File: config.mk
export PLATFORM = sky130hd
export DESIGN_NAME = ctrl_fsm_mc_flat
export DESIGN_NICKNAME = d
export VERILOG_FILES = /design/src/rtl/ctrl_fsm_mc_if.sv /design/src/rtl/ctrl_fsm_mc.sv /design/src/flat_wrapper.sv
export SDC_FILE = /design/constraint.sdc
export NUM_CORES = 1
export LEC_CHECK = 0
export CAP_MARGIN = 5
export CORE_ASPECT_RATIO = 0.5
export CORE_MARGIN = 3
export CORE_UTILIZATION = 59
export CTS_BUF_LIST = sky130_fd_sc_hd__clkbuf_4 sky130_fd_sc_hd__clkbuf_8
export CTS_CLUSTER_DIAMETER = 200
export DETAILED_ROUTE_END_ITERATION = 7
export PLACE_DENSITY = 0.87
export REMOVE_ABC_BUFFERS = 1
export SLEW_MARGIN = 25
export SYNTH_ARGS = -nofsm -noshare
export SYNTH_HDL_FRONTEND = slang
export SYNTH_SLANG_ARGS = --single-unit
File: constraint.sdc
create_clock -name clk -period 4.5 [get_ports clk]
set_clock_uncertainty 0.05 [all_clocks]
set_input_delay 1.35 -clock clk [delete_from_list [all_inputs] [get_ports clk]]
set_output_delay 1.35 -clock clk [all_outputs]
set_load 0.01 [all_outputs]
File: src/rtl/ctrl_fsm_mc_if.sv
// Handshake and control bundle between the multi-cycle controller and the datapath/memory side.
// The controller uses the master modport; the datapath/memory side uses slave.
interface ctrl_fsm_mc_if #(parameter int ALUCW = 5);
  logic             instr_valid;
  logic [4:0]       opcode;
  logic             instr_ready;
  logic             Zflag;
  logic             Sflag;
  logic             mem_done;
  logic             RegWrite;
  logic             PcSel;
  logic             PcUpdate;
  logic             Pc2Reg;
  logic             MemEnable;
  logic             MemWr;
  logic             Val2Reg;
  logic             ALUSel;
  logic             Iformat;
  logic [2:0]       ImmSel;
  logic [1:0]       LinkReg;
  logic [ALUCW-1:0] ALUcntrl;
  logic             Halt;
  logic             Err;

  modport master (
    input  instr_valid, opcode, Zflag, Sflag, mem_done,
    output instr_ready, RegWrite, PcSel, PcUpdate, Pc2Reg, MemEnable, MemWr,
           Val2Reg, ALUSel, Iformat, ImmSel, LinkReg, ALUcntrl, Halt, Err
  );

  modport slave (
    output instr_valid, opcode, Zflag, Sflag, mem_done,
    input  instr_ready, RegWrite, PcSel, PcUpdate, Pc2Reg, MemEnable, MemWr,
           Val2Reg, ALUSel, Iformat, ImmSel, LinkReg, ALUcntrl, Halt, Err
  );
endinterface

File: src/rtl/ctrl_fsm_mc.sv
// Multi-cycle control unit: FETCH -> EXEC -> (MEM) -> WB, with a memory-wait timeout,
// sticky halt and a sticky error flag. All outputs are registered.
module ctrl_fsm_mc #(
  parameter int ALUCW        = 5,
  parameter int MEM_TIMEOUT  = 15,
  parameter bit ILLEGAL_HALT = 1'b0
) (
  input logic            clk,
  input logic            rst,
  ctrl_fsm_mc_if.master  bus
);

  localparam int CW = (MEM_TIMEOUT > 1) ? $clog2(MEM_TIMEOUT) : 1;
  localparam logic [CW-1:0] TLAST = CW'(MEM_TIMEOUT - 1);

  typedef enum logic [2:0] {FETCH, EXEC, MEM, WB, HALTED} state_t;

  typedef struct packed {
    logic             pc2reg;
    logic             val2reg;
    logic             alusel;
    logic             iformat;
    logic [2:0]       immsel;
    logic [1:0]       linkreg;
    logic [ALUCW-1:0] alu;
    logic             wr;
    logic             mem;
    logic             st;
    logic             illegal;
    logic             hlt;
  } dec_t;

  state_t          state;
  logic [4:0]      op;
  logic            cur_wr, cur_mem, cur_st, cur_ill, cur_hlt;
  logic [CW-1:0]   wcnt;
  dec_t            dnext;

  function automatic dec_t decode(input logic [4:0] o);
    dec_t d;
    d = '0;
    casez (o)
      5'b00000: d.hlt = 1'b1;
      5'b0001?: d.illegal = 1'b1;
      5'b00100: d.immsel = 3'b110;
      5'b00110: begin
        d.immsel = 3'b110; d.linkreg = 2'b10; d.wr = 1'b1; d.pc2reg = 1'b1;
      end
      5'b00101: begin
        d.immsel = 3'b101; d.alu = ALUCW'(5'b01000);
      end
      5'b00111: begin
        d.immsel = 3'b101; d.linkreg = 2'b10; d.wr = 1'b1; d.pc2reg = 1'b1;
        d.alu = ALUCW'(5'b01000);
      end
      5'b010??, 5'b101??: begin
        d.alusel = 1'b1; d.iformat = 1'b1; d.alu = ALUCW'(o); d.wr = 1'b1;
        d.immsel = o[1] ? 3'b000 : 3'b100;
      end
      5'b011??: d.immsel = 3'b101;
      5'b10000, 5'b10001, 5'b10011: begin
        d.immsel = 3'b100; d.alu = ALUCW'(5'b01000); d.alusel = 1'b1; d.mem = 1'b1;
        d.st = (o != 5'b10001);
        d.wr = (o != 5'b10000);
        d.val2reg = (o == 5'b10001);
        d.linkreg = (o == 5'b10011) ? 2'b01 : 2'b00;
      end
      5'b11000: begin
        d.immsel = 3'b101; d.linkreg = 2'b01; d.wr = 1'b1;
      end
      5'b10010: begin
        d.immsel = 3'b001; d.linkreg = 2'b01; d.wr = 1'b1;
      end
      5'b11001, 5'b1101?, 5'b111??: begin
        d.alu = ALUCW'(o); d.wr = 1'b1;
      end
      default: ;
    endcase
    return d;
  endfunction

  // Jumps always redirect; conditional branches pick Z/~Z/S/~S from the low opcode bits.
  function automatic logic pcsel_of(input logic [4:0] o, input logic z, input logic s);
    logic r;
    r = 1'b0;
    casez (o)
      5'b001??: r = 1'b1;
      5'b011??: begin
        case (o[1:0])
          2'b00:   r = z;
          2'b01:   r = ~z;
          2'b10:   r = s;
          default: r = ~s;
        endcase
      end
      default: r = 1'b0;
    endcase
    return r;
  endfunction

  assign dnext = decode(bus.opcode);

  // instr_ready is registered, so the controller spends one idle FETCH cycle after reset.
  always_ff @(posedge clk) begin
    if (rst) begin
      state           <= FETCH;
      op              <= '0;
      cur_wr          <= 1'b0;
      cur_mem         <= 1'b0;
      cur_st          <= 1'b0;
      cur_ill         <= 1'b0;
      cur_hlt         <= 1'b0;
      wcnt            <= '0;
      bus.instr_ready <= 1'b0;
      bus.RegWrite    <= 1'b0;
      bus.PcSel       <= 1'b0;
      bus.PcUpdate    <= 1'b0;
      bus.Pc2Reg      <= 1'b0;
      bus.MemEnable   <= 1'b0;
      bus.MemWr       <= 1'b0;
      bus.Val2Reg     <= 1'b0;
      bus.ALUSel      <= 1'b0;
      bus.Iformat     <= 1'b0;
      bus.ImmSel      <= '0;
      bus.LinkReg     <= '0;
      bus.ALUcntrl    <= '0;
      bus.Halt        <= 1'b0;
      bus.Err         <= 1'b0;
    end else begin
      case (state)
        FETCH: begin
          bus.instr_ready <= 1'b1;
          if (bus.instr_ready && bus.instr_valid) begin
            state           <= EXEC;
            op              <= bus.opcode;
            bus.instr_ready <= 1'b0;
            cur_wr          <= dnext.wr;
            cur_mem         <= dnext.mem;
            cur_st          <= dnext.st;
            cur_ill         <= dnext.illegal;
            cur_hlt         <= dnext.hlt;
            bus.Pc2Reg      <= dnext.pc2reg;
            bus.Val2Reg     <= dnext.val2reg;
            bus.ALUSel      <= dnext.alusel;
            bus.Iformat     <= dnext.iformat;
            bus.ImmSel      <= dnext.immsel;
            bus.LinkReg     <= dnext.linkreg;
            bus.ALUcntrl    <= dnext.alu;
            if (dnext.illegal) bus.Err <= 1'b1;
          end
        end
        EXEC: begin
          if (cur_hlt || (cur_ill && ILLEGAL_HALT)) begin
            state    <= HALTED;
            bus.Halt <= 1'b1;
          end else if (cur_mem) begin
            state         <= MEM;
            bus.MemEnable <= 1'b1;
            bus.MemWr     <= cur_st;
            bus.PcSel     <= pcsel_of(op, bus.Zflag, bus.Sflag);
            wcnt          <= '0;
          end else begin
            state        <= WB;
            bus.PcUpdate <= 1'b1;
            bus.RegWrite <= cur_wr;
            bus.PcSel    <= pcsel_of(op, bus.Zflag, bus.Sflag);
          end
        end
        // A completion on the final allowed cycle still counts as success.
        MEM: begin
          if (bus.mem_done) begin
            state         <= WB;
            bus.MemEnable <= 1'b0;
            bus.MemWr     <= 1'b0;
            bus.PcUpdate  <= 1'b1;
            bus.RegWrite  <= cur_wr;
          end else if ((MEM_TIMEOUT != 0) && (wcnt == TLAST)) begin
            state         <= HALTED;
            bus.MemEnable <= 1'b0;
            bus.MemWr     <= 1'b0;
            bus.PcSel     <= 1'b0;
            bus.Err       <= 1'b1;
            bus.Halt      <= 1'b1;
          end else begin
            wcnt <= wcnt + CW'(1);
          end
        end
        WB: begin
          state           <= FETCH;
          bus.instr_ready <= 1'b1;
          bus.RegWrite    <= 1'b0;
          bus.PcUpdate    <= 1'b0;
          bus.PcSel       <= 1'b0;
          bus.Pc2Reg      <= 1'b0;
          bus.Val2Reg     <= 1'b0;
          bus.ALUSel      <= 1'b0;
          bus.Iformat     <= 1'b0;
          bus.ImmSel      <= '0;
          bus.LinkReg     <= '0;
          bus.ALUcntrl    <= '0;
        end
        HALTED: begin
          bus.Halt        <= 1'b1;
          bus.instr_ready <= 1'b0;
          bus.RegWrite    <= 1'b0;
          bus.PcUpdate    <= 1'b0;
          bus.PcSel       <= 1'b0;
          bus.MemEnable   <= 1'b0;
          bus.MemWr       <= 1'b0;
        end
        default: state <= FETCH;
      endcase
    end
  end

endmodule

File: src/flat_wrapper.sv
// flat-port wrapper written by rule: the top's interface ports become plain ports
module ctrl_fsm_mc_flat 
#(
  parameter int ALUCW        = 5,
  parameter int MEM_TIMEOUT  = 15,
  parameter bit ILLEGAL_HALT = 1'b0
)
  (clk, rst, bus_instr_valid, bus_opcode, bus_Zflag, bus_Sflag, bus_mem_done, bus_instr_ready, bus_RegWrite, bus_PcSel, bus_PcUpdate, bus_Pc2Reg, bus_MemEnable, bus_MemWr, bus_Val2Reg, bus_ALUSel, bus_Iformat, bus_ImmSel, bus_LinkReg, bus_ALUcntrl, bus_Halt, bus_Err);
  ctrl_fsm_mc_if #(.ALUCW(ALUCW)) bus_i ();
  input logic clk;
  input logic rst;
  input wire logic [$bits(bus_i.instr_valid)-1:0] bus_instr_valid;
  input wire logic [$bits(bus_i.opcode)-1:0] bus_opcode;
  input wire logic [$bits(bus_i.Zflag)-1:0] bus_Zflag;
  input wire logic [$bits(bus_i.Sflag)-1:0] bus_Sflag;
  input wire logic [$bits(bus_i.mem_done)-1:0] bus_mem_done;
  output wire logic [$bits(bus_i.instr_ready)-1:0] bus_instr_ready;
  output wire logic [$bits(bus_i.RegWrite)-1:0] bus_RegWrite;
  output wire logic [$bits(bus_i.PcSel)-1:0] bus_PcSel;
  output wire logic [$bits(bus_i.PcUpdate)-1:0] bus_PcUpdate;
  output wire logic [$bits(bus_i.Pc2Reg)-1:0] bus_Pc2Reg;
  output wire logic [$bits(bus_i.MemEnable)-1:0] bus_MemEnable;
  output wire logic [$bits(bus_i.MemWr)-1:0] bus_MemWr;
  output wire logic [$bits(bus_i.Val2Reg)-1:0] bus_Val2Reg;
  output wire logic [$bits(bus_i.ALUSel)-1:0] bus_ALUSel;
  output wire logic [$bits(bus_i.Iformat)-1:0] bus_Iformat;
  output wire logic [$bits(bus_i.ImmSel)-1:0] bus_ImmSel;
  output wire logic [$bits(bus_i.LinkReg)-1:0] bus_LinkReg;
  output wire logic [$bits(bus_i.ALUcntrl)-1:0] bus_ALUcntrl;
  output wire logic [$bits(bus_i.Halt)-1:0] bus_Halt;
  output wire logic [$bits(bus_i.Err)-1:0] bus_Err;
  assign bus_i.instr_valid = bus_instr_valid;
  assign bus_i.opcode = bus_opcode;
  assign bus_i.Zflag = bus_Zflag;
  assign bus_i.Sflag = bus_Sflag;
  assign bus_i.mem_done = bus_mem_done;
  assign bus_instr_ready = bus_i.instr_ready;
  assign bus_RegWrite = bus_i.RegWrite;
  assign bus_PcSel = bus_i.PcSel;
  assign bus_PcUpdate = bus_i.PcUpdate;
  assign bus_Pc2Reg = bus_i.Pc2Reg;
  assign bus_MemEnable = bus_i.MemEnable;
  assign bus_MemWr = bus_i.MemWr;
  assign bus_Val2Reg = bus_i.Val2Reg;
  assign bus_ALUSel = bus_i.ALUSel;
  assign bus_Iformat = bus_i.Iformat;
  assign bus_ImmSel = bus_i.ImmSel;
  assign bus_LinkReg = bus_i.LinkReg;
  assign bus_ALUcntrl = bus_i.ALUcntrl;
  assign bus_Halt = bus_i.Halt;
  assign bus_Err = bus_i.Err;
  ctrl_fsm_mc #(.ALUCW(ALUCW), .MEM_TIMEOUT(MEM_TIMEOUT), .ILLEGAL_HALT(ILLEGAL_HALT)) u_core (.clk(clk), .rst(rst), .bus(bus_i));
endmodule
======== Word level (Yosys, flattened, before mapping) ========
Cells that the tools add are included.
operators by class
  add/subtract/negate cells ............... 1
  eq/ne operators ......................... 38
  muxes and demuxes ....................... 68
  bitwise gates (word level) .............. 3
  reduce and logical (&&, ||, !) cells .... 30
operators with widths
  cell                  count
  $mux W1               32
  $eq A5 B5 Y1 const B  6
  $pmux W1 S3           8
  $eq A5 B3 Y1 const B  4
  $pmux W5 S2           2
  $mux W3               6
  $mux W4               4
  $reduce_and A4 Y1     4
  $eq A3 B2 Y1 const B  5
  $pmux W3 S5           1
  $reduce_or A5 Y1      3
  $pmux W1 S2           7
  $pmux W3 S4           1
  $ne A2 B1 Y1 const B  5
  $ne A2 B2 Y1 const B  5
  $ne A5 B5 Y1 const B  2
  $reduce_and A5 Y1     2
  $reduce_or A2 Y1      5
  $eq A3 B3 Y1 const B  3
  $reduce_bool A3 Y1    3
  $reduce_or A9 Y1      1
  $eq A4 B4 Y1 const B  2
  $pmux W4 S2           1
  $eq A3 B1 Y1 const B  2
  20 further kinds      26
storage, ports and cells
  bits in registers ....................... 38
  bits of input ports ..................... 11
  output and inout bits ................... 22
  word-level logic and storage cells ...... 162

======== Depth between registers and ports, before layout ========
Gate-level depths: netlist of the first run.
  depth in word-level cells ............... 5
  gate-level depth with buffers ........... 7

======== Least setup slack after synthesis of the first run ========
No wires, ideal clock.
  path kind ............................... input-to-reg
  start ................................... in bus_opcode[2]
  end ..................................... reg u_core.bus.Val2Reg
  data arrival time ....................... 2353 ps
  data required time ...................... 4370 ps
  path slack .............................. 2018 ps
  stages .................................. 5
  buffers on the path ..................... 1
  cells stage by stage .................... clkbuf_1 nor2_1 nand2_1 or4_1 a211oi_2
on the way
  cells in the longest elaborated chain, start to end .. 5
  elaborated cells on any way between the ends .. 7
  those cells by class .................... eq/ne: 3; mux: 3; reduce/logical: 1
RTL lines
  what                                    RTL line                              source
  start: declaration                      flat_wrapper.sv:13                    input wire logic [$bits(bus_i.opcode)-1:0] bus_opcode;
  $eq A5 B5 Y1, on equally long branches  ctrl_fsm_mc.sv:42, ctrl_fsm_mc.sv:65
  $reduce_or A3 Y1                        n/a
  $mux W1 *                               ctrl_fsm_mc.sv:42                     casez (o)
  $mux W1 *                               ctrl_fsm_mc.sv:133                    if (bus.instr_ready && bus.instr_valid) begin
  $pmux W1 S2 *                           ctrl_fsm_mc.sv:130                    case (state)
  end signal: assignment                  ctrl_fsm_mc.sv:143                    bus.Val2Reg <= dnext.val2reg;
  end: declaration                        ctrl_fsm_mc_if.sv:28                  Val2Reg, ALUSel, Iformat, ImmSel, LinkReg, ALUcntrl, Halt, Err
Mark *: on every way between the ends. The rest lies on a longest branch, timed or not. The select of a mux whose other input is x is not followed.
A chain may end at the register's enable or synchronous reset.

======== Worst setup path in the final report of the first run ========
  start ................................... in bus_instr_valid
  end ..................................... reg u_core.bus.ImmSel[2] (netlist name)
on the way
  cells in the longest elaborated chain, start to end .. 3
RTL lines
  what                         RTL line              source
  start: declaration           flat_wrapper.sv:12    input wire logic [$bits(bus_i.instr_valid)-1:0] bus_instr_valid;
  $logic_and A1 B1 Y1          ctrl_fsm_mc.sv:133
  $ne A2 B1 Y1 (no line)       n/a
  $reduce_and A2 Y1 (no line)  n/a
  end signal: assignment       ctrl_fsm_mc.sv:146    bus.ImmSel <= dnext.immsel;
  end: declaration             ctrl_fsm_mc_if.sv:28
Every way passes these cells.

==> flow_metrics.env, run 1 <==
export IMPL_syn_area_per_cell_sq_um=8.056
export IMPL_place_ws_ns=1.234
export IMPL_synth_top_family_by_area="simple AND/OR/NAND/NOR gates"
export IMPL_synth_flop_cell="dfxtp_1"
export IMPL_clkSinkCount=38
export IMPL_post_cts_buffers=0
export IMPL_grt_max_degree=29
export IMPL_antenna_cells=0
export IMPL_grt_pass1_wl_um=7817
export IMPL_yosysWarnings=0
export IMPL_critPathKind="primary input to flip-flop"
export IMPL_drtAntennaViolNets=0
export IMPL_rsz0062_at_grt="no"
export IMPL_worst_endpoint_arrival_ns=3.16
export IMPL_tritoncts="yes"
export IMPL_tightest_slew_ns=0.8532
export IMPL_hold_viol_final=0
export IMPL_max_freq_mhz=334.3
export IMPL_fin_setup_tns_ns=0
export IMPL_p_per_area_nw_per_um2=446.7
export IMPL_ctsResizeCount=0
export IMPL_layout_area_seq_sq_um=760.7
export IMPL_drive_above_1_share_pct=7.491
export IMPL_slowest_stage="nor2b_1"
export IMPL_synth_adder_area_share_pct=1.273
export IMPL_syn_inst=244
export IMPL_synth_largest_area_cell="dfxtp_1"
export IMPL_dr_pass1_iters=4
export IMPL_critPathCaptureType="flip-flop"
export IMPL_cp_depth=5
export IMPL_drv_cap=0
export IMPL_clk_pin_slew_worst_paths_ns=0.07
export IMPL_async_flop_share_pct=0
export IMPL_crit_family="simple AND/OR/NAND/NOR gates"
export IMPL_dieArea_sq_um=4102
export IMPL_outcome="finished clean"
export IMPL_layout_setup_ws_ns=1.509
export IMPL_final_setup_viol_count=0
export IMPL_final_common_cell="nand2_1"
export IMPL_insertion_delay_ns=0.29
export IMPL_crit_fanout=13
export IMPL_dr_first_iter_drc_count=94
export IMPL_cts_htree_levels=2
export IMPL_core_region_area_sq_um=3083
export IMPL_whs_path_depth=2
export IMPL_routed_wirelength_um=4845
export IMPL_synth_yosys_seq_area_share_pct=38.70
export IMPL_ir_worst_vdd_mv=0.4094
export IMPL_crit_path_start_kind="primary input"
export IMPL_initial_utilization_pct=63.76
export IMPL_slowest_delay_ns=0.68
export IMPL_gp_congestion=0.8241
export IMPL_critical_path_cell_chain="clkdlybuf4s50_1 -> nand2_1 -> nor2b_1 -> o311ai_0 -> a21oi_1"
export IMPL_final_cell_mix="nand2_1, dfxtp_1, clkdlybuf4s50_1"
export IMPL_fin_crit_ns=2.991
export IMPL_totalPowerFinal_uw=1048
export IMPL_whs_ns=0.4089
export IMPL_cp_required_ns=4.67
export IMPL_synth_edf_count=0
export IMPL_rows=14
export IMPL_antenna_found_initial=0
export IMPL_synth_area_leaders="dfxtp_1, a21oi_1, nand2_1"
export IMPL_hpwl_um=3337
export IMPL_vias=1853
export IMPL_pin_count=33
export IMPL_grt_total_usage_pct=24.87
export IMPL_worstRegToRegCells=4
export IMPL_cts_root_buffer="clkbuf_8"
export IMPL_syn_to_final_growth_pct=19.35
export IMPL_io_buffers=32
export IMPL_drc=0
export IMPL_total_leakage_power_uw=0.0007946
export IMPL_hp_class="flip-flop to flip-flop"
export IMPL_post_drt_wl_per_cell_um=15.78
export IMPL_netlist_area_sq_um=1966
export IMPL_die_width_um=87.63
export IMPL_ys_ff_latch=38
export IMPL_multi_input_area_sq_um=1090
export IMPL_layout_nets=280
export IMPL_synthMuxAreaShare_pct=2.164
export IMPL_crit_buf_inv=1
export IMPL_min_period_over_period_pct=66.47
export IMPL_ctsHoldBuffers=0
export IMPL_via_per_inst=6.036
export IMPL_die_y_um=46.82
export IMPL_nFillCells=237
export IMPL_synth_simple_area_share_pct=28.39
export IMPL_synth_top_cell_area_share_pct=38.70
export IMPL_synth_compound_area_share_pct=22.28
export IMPL_synth_cell_types=53
export IMPL_grt_pass1_vias=1633
export IMPL_final_max_slew_violation_count=0
export IMPL_maxSlewHeadroom_pct=43.00
export IMPL_clockBufferDepth=2
export IMPL_design_area_sq_um=2346
export IMPL_place_area_sq_um=2262
export IMPL_overflow=0
export IMPL_synth_xor_area_share_pct=1.337
export IMPL_numCtsBuffers=5
-- per-stage QoR --
| step | instances | util [%] |
|---|---|---|
| after global placement | 300 | 73.38 |
| after global routing | 307 | 76.10 |
| after CTS | 307 | 76.10 |
| final | 307 | 76.10 |
| after detailed placement | 300 | 73.38 |
| after floorplan | 227 | - |
-- metal layers --
layer  track usage, %  vias up  routed length, um
li1                 -      914                  -
met1            32.80      875               2203
met2            40.42       57               2287
met3            6.830        7                292
met4            8.563        0                 63
met5                0        -                  0
-- kinds of logic (layout without fill, tap and decap cells) --
logic type	after synthesis	after routing
AOI/OAI and AO/OA	67	67
adders and majority gates	2	2
buffers and inverters	26	49
xor gates and xnor gates	3	3
DFF	38	38
and+or+nand+nor	104	104
muxes	4	4
-- tightest hold or removal path, stage by stage, from the launching register on --
cell and delay [ns]:
dfxtp_1 0.31, nand2_1 0.05, o21ai_0 0.06
-- flip-flops by register name (all words and copies together), names as in the netlist, 2 cells and up --
register             cells
u_core.op                5
u_core.wcnt              4
u_core.bus.ImmSel        3
u_core.bus.LinkReg       2
u_core.state             3
u_core.bus.ALUcntrl      5
-- report_power, final --
| group | leakage [uW] | switching (uW) | internal [uW] |
|---|---|---|---|
| Combinational | 0.000442 | 184 | 167 |
| Clock | 0.0000452 | 116 | 119 |
| Sequential | 0.000308 | 80.7 | 380 |
-- worst paths after layout --
kind / end / startpoint / slack (ns)
worst max-delay path: u_core.bus.ImmSel[2]$_SDFFE_PP0P_ / bus_instr_valid / 1.51
worst min-delay path: u_core.bus.PcSel$_SDFFE_PP0P_ / u_core.bus.PcSel$_SDFFE_PP0P_ / 0.41
worst max register to register: u_core.bus.Val2Reg$_SDFFE_PP0P_ / u_core.state[1]$_SDFFE_PP0P_ / 2.27
worst min register to register: u_core.bus.PcSel$_SDFFE_PP0P_ / u_core.bus.PcSel$_SDFFE_PP0P_ / 0.41
-- cells in the mapped netlist, types with 2 or more instances --
master,n
o221ai_1,2
nand3_1,8
nor3b_1,4
o32ai_1,2
or2_2,2
a211oi_1,3
and3_1,2
nor3_1,3
xnor2_1,3
nand2_1,40
or3_1,3
nor2b_1,6
or3b_2,2
nand2b_1,5
nand3b_1,2
or4_1,2
clkbuf_1,10
a22oi_1,2
mux2_2,2
mux2i_1,2
buf_2,5
nor2_1,14
a211o_1,4
a21oi_1,31
dfxtp_1,38
ha_1,2
o21ai_0,9
nand4_1,3
inv_1,9
-- final cells by class --
type | instances | share of cell area, %
multi-input cells | 180 | 46.45
flip-flops and latches | 38 | 32.43
repair buffers | 33 | 13.97
clock buffers | 7 | 3.573
well taps | 40 | 2.133
inverters | 9 | 1.440
No activity file was read; power rests on OpenSTA's default activity.
==> run 2: changes to the inputs <==
--- a/config.mk
+++ b/config.mk
@@ -8,11 +8,11 @@
 export CAP_MARGIN = 5
 export CORE_ASPECT_RATIO = 0.5
 export CORE_MARGIN = 3
-export CORE_UTILIZATION = 59
+export CORE_UTILIZATION = 49
 export CTS_BUF_LIST = sky130_fd_sc_hd__clkbuf_4 sky130_fd_sc_hd__clkbuf_8
 export CTS_CLUSTER_DIAMETER = 200
 export DETAILED_ROUTE_END_ITERATION = 7
-export PLACE_DENSITY = 0.87
+export PLACE_DENSITY = 0.77
 export REMOVE_ABC_BUFFERS = 1
 export SLEW_MARGIN = 25
 export SYNTH_ARGS = -nofsm -noshare
==> constraint.sdc (replaced) <==
create_clock -name clk -period 2.5 [get_ports clk]
set_clock_uncertainty 0.05 [all_clocks]
set_input_delay 0.75 -clock clk [delete_from_list [all_inputs] [get_ports clk]]
set_output_delay 0.75 -clock clk [all_outputs]
set_load 0.01 [all_outputs]
==> run 2 against run 1 <==
Final area is 4.6% higher. Wire length is 0.56% higher. Die area is 18% higher.
==> flow_metrics.env, run 2 (synthesis results as in run 1) <==
export IMPL_drive_above_1_share_pct=11.47
export IMPL_whs_endpoint="u_core.bus.LinkReg[1]$_SDFFE_PP0P_"
export IMPL_drc=0
export IMPL_fin_util_pct=67.39
export IMPL_outcome="finished clean"
export IMPL_rsz0062_at_grt="no"
export IMPL_worstRegToRegCells=3
export IMPL_rows=15
export IMPL_die_y_um=50.79
export IMPL_slowest_stage="clkdlybuf4s50_1"
export IMPL_final_setup_viol_count=0
export IMPL_vias=1862
export IMPL_clkSinkCount=38
export IMPL_final_common_cell="nand2_1"
export IMPL_hold_viol_final=0
export IMPL_dieArea_sq_um=4854
export IMPL_initial_utilization_pct=53.99
export IMPL_rrSetupSlack_ns=0.48
export IMPL_place_ws_ns=0.08023
export IMPL_clk_pin_slew_worst_paths_ns=0.08
export IMPL_final_max_slew_violation_count=0
export IMPL_numCtsBuffers=5
export IMPL_ctsHoldBuffers=0
export IMPL_total_leakage_power_uw=0.0008541
export IMPL_r2r_start="u_core.state[1]$_SDFFE_PP0P_"
export IMPL_final_cell_mix="nand2_1, dfxtp_1, clkdlybuf4s50_1"
export IMPL_layout_nets=291
export IMPL_worst_endpoint_arrival_ns=2.33
export IMPL_crit_path_start_kind="primary input"
export IMPL_core_region_area_sq_um=3641
export IMPL_hp_class="flip-flop to flip-flop"
export IMPL_grt_max_degree=26
export IMPL_min_from="u_core.bus.LinkReg[1]$_SDFFE_PP0P_"
export IMPL_io_buffers=32
export IMPL_dr_first_iter_drc_count=106
export IMPL_cts_root_buffer="clkbuf_8"
export IMPL_antenna_cells=0
export IMPL_fin_crit_ns=2.148
export IMPL_r2r_end="u_core.wcnt[1]$_SDFFE_PP0P_"
export IMPL_hpwl_um=3475
export IMPL_drv_cap=0
export IMPL_gp_congestion=0.8402
export IMPL_grt_total_usage_pct=22.54
export IMPL_post_cts_buffers=0
export IMPL_critical_path_cell_chain="clkdlybuf4s50_1 -> inv_1 -> and3_1 -> a2111o_1 -> a21oi_1"
export IMPL_min_period_over_period_pct=85.92
export IMPL_critPathCaptureType="flip-flop"
export IMPL_clockBufferDepth=2
export IMPL_ctsResizeCount=0
export IMPL_max_freq_mhz=465.6
export IMPL_layout_setup_ws_ns=0.3520
export IMPL_reg_top3="u_core.bus.ALUcntrl: 5 flops, u_core.op: 5 flops, u_core.wcnt: 4 flops"
export IMPL_crit_fanout=12
export IMPL_cts_htree_levels=2
export IMPL_dr_pass1_iters=4
export IMPL_nFillCells=299
export IMPL_via_per_inst=5.642
export IMPL_post_drt_wl_per_cell_um=14.76
export IMPL_tightest_slew_ns=0.7772
export IMPL_p_per_area_nw_per_um2=795.9
export IMPL_slowest_delay_ns=0.73
export IMPL_maxSlewHeadroom_pct=48.12
export IMPL_ir_worst_vdd_mv=0.3856
export IMPL_grt_pass1_vias=1764
export IMPL_tritoncts="yes"
export IMPL_cp_required_ns=2.69
export IMPL_critPathKind="primary input to flip-flop"
export IMPL_drtAntennaViolNets=0
export IMPL_pin_count=33
export IMPL_fin_setup_tns_ns=0
export IMPL_whs_path_depth=2
export IMPL_overflow=0
export IMPL_grt_pass1_wl_um=8314
export IMPL_insertion_delay_ns=0.30
export IMPL_antenna_found_initial=0
export IMPL_syn_to_final_growth_pct=24.82
export IMPL_die_width_um=95.57
export IMPL_routed_wirelength_um=4872
## run 2: power breakdown
part | switching [uW] | total (uW) | internal (uW)
clock | 225 | 458 | 234
sequential | 139 | 823 | 684
combinational | 340 | 671 | 331
total | 704 | 1950 | 1250
## run 2: critical path, delay by kind of cell
kind	cells	cell delay, ns
AOI/OAI and AO/OA	2	0.46
buffers and inverters	2	0.92
and+or+nand+nor	1	0.20
## run 2: worst max-delay path by stage
stage / startpoint / end / slack, ns / cells after the start
6_report: bus_opcode[4] / u_core.bus.ALUcntrl[3]$_SDFFE_PP0P_ / 0.35 / 5
5_1_grt: bus_opcode[4] / u_core.bus.ALUcntrl[3]$_SDFFE_PP0P_ / 0.22 / 5
4_1_cts: u_core.bus.instr_ready$_SDFFE_PP0P_ / bus_instr_ready / 0.37 / 1
3_5_place_dp: bus_opcode[4] / u_core.bus.ALUcntrl[3]$_SDFFE_PP0P_ / 0.08 / 5
3_3_place_gp: bus_opcode[4] / u_core.bus.ALUcntrl[3]$_SDFFE_PP0P_ / 0.12 / 5
2_1_floorplan: u_core.state[1]$_SDFFE_PP0P_ / u_core.bus.Val2Reg$_SDFFE_PP0P_ / 0.61 / 4
## run 2: per-layer routing
metal / GRT usage (%) / vias to the layer above / part of all wire (%) / wire length [um]
met4: 7.783 / 0 / 0.70 / 34
met5: 0 / - / 0 / 0
met1: 30.00 / 873 / 48 / 2328
met3: 5.689 / 5 / 4.9 / 241
li1: - / 937 / - / -
met2: 35.44 / 47 / 47 / 2267
## run 2: layout make-up
type / instances / area [sq um] / share of cell area, %
multi-input cells: 180 / 1090 / 44.42
clock inverters: 1 / 5.005 / 0.2040
inverters: 9 / 33.78 / 1.377
clock buffers: 7 / 90.09 / 3.672
flip-flops and latches: 38 / 760.7 / 31.00
repair buffers: 44 / 410.4 / 16.73
well taps: 51 / 63.81 / 2.601
## run 2: per-stage QoR
stage,cells,area (sq um),total power [uW],hold slack [ns]
after global placement,322,2359,1487,0.3906
after detailed placement,322,2359,1503,0.3943
after global routing,330,2454,2097,0.4344
after CTS,330,2454,1958,0.4050
after floorplan,227,1884,1228,0.3752
final,330,2454,1953,0.4024
